**config.mk**
```make
export PLATFORM = sky130hd
export DESIGN_NAME = hilo_muldiv
export DESIGN_NICKNAME = d
export VERILOG_FILES = /design/src/rtl/hilo_muldiv.sv
export SDC_FILE = /design/constraint.sdc
export NUM_CORES = 1
export LEC_CHECK = 0
export CORE_ASPECT_RATIO = 1.25
export CORE_MARGIN = 4
export CORE_UTILIZATION = 58
export CTS_CLUSTER_DIAMETER = 120
export DETAILED_ROUTE_END_ITERATION = 10
export PLACE_DENSITY = 0.82
export SYNTH_ARGS = -nofsm -noshare
export SYNTH_HDL_FRONTEND = slang
export SYNTH_SLANG_ARGS = --single-unit
```
**constraint.sdc**
```tcl
create_clock -name clk -period 7.8 [get_ports clk]
set_clock_uncertainty 0.05 [all_clocks]
set_input_delay 1.95 -clock clk [delete_from_list [all_inputs] [get_ports clk]]
set_output_delay 1.95 -clock clk [all_outputs]
set_load 0.05 [all_outputs]
```
**src/rtl/hilo_muldiv.sv**
```systemverilog
// Iterative MULT/MULTU/DIV/DIVU unit that owns the HI/LO registers.
// Takes WIDTH+1 cycles per operation: WIDTH shift steps, then one sign-fixup/write cycle.
module hilo_muldiv #(
    parameter int WIDTH = 32
) (
    input  logic             clk,
    input  logic             reset,
    input  logic             start,
    input  logic [1:0]       op,
    input  logic [WIDTH-1:0] opA,
    input  logic [WIDTH-1:0] opB,
    input  logic             wr_hi,
    input  logic             wr_lo,
    input  logic [WIDTH-1:0] wr_data,
    output logic             busy,
    output logic             done,
    output logic [WIDTH-1:0] hi,
    output logic [WIDTH-1:0] lo
);
    localparam int CW = $clog2(WIDTH);

    typedef enum logic [1:0] {IDLE, CALC, FIXUP} state_t;

    state_t             state, state_next;
    logic [CW-1:0]      count;
    logic [2*WIDTH-1:0] acc;        // mul: {partial, multiplier}; div: {remainder, quotient}
    logic [WIDTH-1:0]   operand_b;  // multiplicand or divisor magnitude
    logic               is_div, neg_main, neg_rem, div_zero;

    logic               is_signed, sign_a, sign_b;
    logic [WIDTH-1:0]   abs_a, abs_b;
    logic [WIDTH:0]     mul_sum, div_diff;
    logic [2*WIDTH-1:0] mul_next, div_next, prod_fix;
    logic [WIDTH-1:0]   quot, rem, hi_fix, lo_fix;

    // Magnitudes are unsigned WIDTH-bit values, so the most-negative operand maps cleanly.
    assign is_signed = ~op[0];
    assign sign_a    = is_signed & opA[WIDTH-1];
    assign sign_b    = is_signed & opB[WIDTH-1];
    assign abs_a     = sign_a ? -opA : opA;
    assign abs_b     = sign_b ? -opB : opB;

    assign mul_sum  = {1'b0, acc[2*WIDTH-1:WIDTH]} + (acc[0] ? {1'b0, operand_b} : '0);
    assign mul_next = {mul_sum, acc[WIDTH-1:1]};

    // Restoring divide: trial-subtract the divisor from the shifted partial remainder.
    assign div_diff = acc[2*WIDTH-1:WIDTH-1] - {1'b0, operand_b};
    assign div_next = div_diff[WIDTH] ? {acc[2*WIDTH-2:0], 1'b0}
                                      : {div_diff[WIDTH-1:0], acc[WIDTH-2:0], 1'b1};

    assign prod_fix = neg_main ? -acc : acc;
    assign quot     = acc[WIDTH-1:0];
    assign rem      = acc[2*WIDTH-1:WIDTH];
    // A zero divisor leaves rem=|opA|, so re-applying opA's sign restores the original opA.
    assign hi_fix   = is_div ? (neg_rem ? -rem : rem) : prod_fix[2*WIDTH-1:WIDTH];
    assign lo_fix   = !is_div  ? prod_fix[WIDTH-1:0] :
                      div_zero ? {WIDTH{1'b1}}       :
                      neg_main ? -quot : quot;

    // NOTE: sequential state uses non-blocking assignments so every register samples pre-edge values.
    always_ff @(posedge clk or posedge reset) begin
        if (reset) state <= IDLE;
        else       state <= state_next;
    end

    always_comb begin
        // NOTE: default assignment first so no branch leaves state_next unassigned and infers a latch.
        state_next = state;
        case (state)
            IDLE:    if (start) state_next = CALC;
            CALC:    if (count == CW'(WIDTH - 1)) state_next = FIXUP;
            FIXUP:   state_next = IDLE;
            default: state_next = IDLE;
        endcase
    end

    always_comb begin
        busy = (state != IDLE);
    end

    always_ff @(posedge clk or posedge reset) begin
        if (reset) begin
            count     <= '0;
            acc       <= '0;
            operand_b <= '0;
            is_div    <= 1'b0;
            neg_main  <= 1'b0;
            neg_rem   <= 1'b0;
            div_zero  <= 1'b0;
            hi        <= '0;
            lo        <= '0;
            done      <= 1'b0;
        end else begin
            done <= 1'b0;
            case (state)
                IDLE: begin
                    if (start) begin
                        // Start has priority: a simultaneous MTHI/MTLO is dropped.
                        acc       <= {{WIDTH{1'b0}}, abs_a};
                        operand_b <= abs_b;
                        count     <= '0;
                        is_div    <= op[1];
                        neg_main  <= sign_a ^ sign_b;
                        neg_rem   <= sign_a;
                        div_zero  <= op[1] && (opB == '0);
                    end else begin
                        if (wr_hi) hi <= wr_data;
                        if (wr_lo) lo <= wr_data;
                    end
                end
                CALC: begin
                    acc   <= is_div ? div_next : mul_next;
                    count <= count + CW'(1);
                end
                FIXUP: begin
                    hi   <= hi_fix;
                    lo   <= lo_fix;
                    done <= 1'b1;
                end
                default: ;
            endcase
        end
    end
endmodule

```
==> impl_metrics.json <==
{
  "root_buffer": "clkbuf_16",
  "synth.distinct_cells": 80,
  "drive_gt1_frac": 0.0441,
  "synth_edf_count": 0,
  "globalRouteOverflowTotal": 0,
  "postCtsSetupBuffers": 0,
  "antenna_found_initial": 0,
  "wire_per_inst_um": 20.8,
  "use_met3": 0.0439,
  "drtIter0Drc": 1140,
  "hold_viol": 0,
  "rsz0062_at_grt": "no",
  "grt_pass1_vias": 13600,
  "dieArea_sq_um": 27400,
  "final_area_sq_um": 16700,
  "port_buffers": 168,
  "relSlewSlack": 0.232,
  "hold_path_end": "lo[19]",
  "cellLeakagePower_nw": 6.75,
  "tritoncts": "yes",
  "maxCapViolCount": 0,
  "rrSetupSlack_ps": 3530,
  "outcome": "finished clean",
  "critPathRequiredTime_ps": 8020,
  "syn_nets": 1976,
  "initial_core_util": 0.588,
  "whs_path_depth": 2,
  "io_pins": 169,
  "clockBufferDepth": 2,
  "synth_cells": 1801,
  "synth_most_common_cell": "nand2_1",
  "worstPathArrival_ps": 4750,
  "cts_made_buffers": 17,
  "crit_slowest_cell": "or4_1",
  "htree_levels": 4,
  "ys_ff_latch": 172,
  "via_count": 14238,
  "min_period_ps": 4530,
  "gr-usage-met1": 0.393,
  "worst_pin_slew_ps": 1150,
  "drt_pass1_iterations": 5,
  "rr_worst_depth": 13,
  "areaGrowthSynthToFinish_pct": 16.4,
  "clk_pin_slew_worst_paths_ps": 70,
  "synth.area.top_cells": "dfrtp_1, o21ai_0, ha_1",
  "core_area_sq_um": 24400,
  "ff_latch_area_sq_um": 4310,
  "drt-vias-per-instance": 6.38,
  "globalplace.congestion": 0.996,
  "crit_path_end_kind": "flip-flop",
  "ir_drop_mv": 0.275,
  "n_antenna_cell": 0,
  "dieHeight_um": 184,
  "slowest_delay_ps": 590,
  "worst-path-buf-inv": 1,
  "rr_endpoint": "acc[57]",
  "yosys_warnings": 0,
  "crit_fanout": 6,
  "globalRouteMet2Util": 0.584,
  "multiInputGateArea_sq_um": 9350,
  "ant_nets": 0,
  "period_share": 0.581,
  "setup_tns_ps": 0,
  "critPathTopFamily": "simple AND/OR/NAND/NOR gates",
  "finalSetupViolations": 0,
  "yosys-top-cells-count": "nand2_1, o21ai_0, dfrtp_1, nor2_1, a21oi_1",
  "cp.depth": 10,
  "crit_path_start_kind": "input port",
  "clkLatencyLatePin_ps": 440,
  "dp_hpwl_um": 34600,
  "ctsResizeCount": 0,
  "placed_area_sq_um": 16100,
  "synthDominantCellAreaShare": 0.300,
  "route.detailed.drc": 0,
  "synth_area_sq_um": 14400,
  "cts_sinks": 172,
  "yosysSeqAreaShare": 0.300,
  "final_max_slew_viol_count": 0,
  "grt.busiest_layer": "met2",
  "fmax_mhz": 221,
  "synth_area_leader_cell": "dfrtp_1",
  "fillers": 1975,
  "track_usage": 0.332,
  "p_per_area_nw_per_um2": 515,
  "crit_type": "input port to flip-flop",
  "cp_common_cell": "nor2_1",
  "grt_max_degree": 93,
  "die_w_um": 149,
  "grt_pass1_wl_um": 72600,
  "row_count": 64,
  "nets": 2065,
  "hold_buffers": 0,
  "hold_start": "lo[19]",
  "routed_wl_um": 46400,
  "avgSynthCellArea_sq_um": 7.97,
  "synth-main-ff-cell": "dfrtp_1",
  "path_cells": "clkdlybuf4s50_1 -> or4_1 -> nor4_1 -> nor3b_2 -> nand2_1 -> nor3_1 -> nor2_1 -> xor2_1 -> nor2_1 -> o22ai_1",
  "hp-class": "flip-flop to flip-flop",
  "timing.rr.start": "acc[0]",
  "ys_async_sr_fraction": 1.00
}
cells in the final DEF (no fill, tap or decap), types with 6 or more instances in the layout:
| master | n |
|---|---|
| a31oi_1 | 10 |
| nand4_1 | 22 |
| o21bai_1 | 8 |
| o41ai_1 | 11 |
| or2_2 | 6 |
| a211oi_1 | 30 |
| nand3_1 | 23 |
| a32oi_1 | 6 |
| xnor2_1 | 99 |
| nand2_1 | 214 |
| inv_1 | 68 |
| a21o_1 | 15 |
| o21ai_0 | 209 |
| clkbuf_16 | 17 |
| a21oi_1 | 126 |
| nor3_1 | 30 |
| nor2b_1 | 26 |
| xor2_1 | 63 |
| o31ai_1 | 22 |
| buf_4 | 14 |
| o211ai_1 | 27 |
| nor4_1 | 11 |
| a22oi_1 | 17 |
| or3_1 | 17 |
| o21a_1 | 12 |
| and2_1 | 10 |
| nand2b_1 | 12 |
| o31a_1 | 7 |
| o22ai_1 | 35 |
| dfrtp_1 | 171 |
| o21ai_1 | 9 |
| and3_1 | 11 |
| or4_1 | 13 |
| a221o_1 | 11 |
| mux2i_1 | 56 |
| nor2_1 | 129 |
| ha_1 | 70 |
| clkdlybuf4s50_1 | 168 |
cells by family (layout without fill, tap and decap cells):
logic type,after synthesis,count (layout),synth area share
DFF,172,172,0.300
buffers and inverters,182,284,0.0510
adders and majority gates,72,72,0.0638
and+or+nand+nor,560,560,0.187
xor gates and xnor gates,162,162,0.0988
muxes,60,60,0.0422
AOI/OAI and AO/OA,593,593,0.257
power breakdown:
| group | internal [mW] | total, mW | switching, mW |
|---|---|---|---|
| sequential | 1.34 | 1.93 | 0.589 |
| clock | 0.505 | 0.879 | 0.374 |
| combinational | 2.18 | 5.79 | 3.62 |
per-layer routing:
metal	share of wire	up-vias	routed length, um
met4	0.060	0	2780
met5	0	-	0
met3	0.061	133	2830
met2	0.50	603	23000
met1	0.38	6794	17800
li1	-	6708	-
how the worst max path moves through the flow:
stage                 from       to  slack [ps]
CTS                 opA[7]  acc[27]        3320
global route        opA[7]  acc[27]        3070
floorplan            reset   acc[0]        1140
finish              opA[7]  acc[27]        3270
global placement    opA[7]  acc[27]        2950
detailed placement  opA[7]  acc[27]        2860
state kept, by name (all words and copies together) (netlist names):
signal / count
acc: 64
count: 5
div_zero: 1
done: 1
hi: 32
is_div: 1
lo: 32
neg_main: 1
neg_rem: 1
operand_b: 32
state: 2
cell type report:
| cell class | count | share of cell area |
|---|---|---|
| inverter | 70 | 0.0160 |
| tap | 330 | 0.0247 |
| clock inverter | 10 | 0.00846 |
| multi-input combinational | 1447 | 0.560 |
| timing repair buffer | 182 | 0.107 |
| sequential | 172 | 0.258 |
| clock buffer | 22 | 0.0266 |
worst min-delay path, cell delays in order (launching register included):
cell and delay [ps]:
dfrtp_1 340, nand2_1 40, o21ai_0 60
through the flow:
stage	util	cells	total power, mW	setup WS, ps	hold slack, ps
floorplan	-	1801	5.99	1140	399
global placement	0.660	2201	7.47	2950	410
detailed placement	0.660	2201	7.59	2860	419
CTS	0.684	2233	8.50	3320	434
global route	0.684	2233	9.20	3070	461
finish	0.684	2233	8.60	3270	428
(Power assumes the default switching activity.)
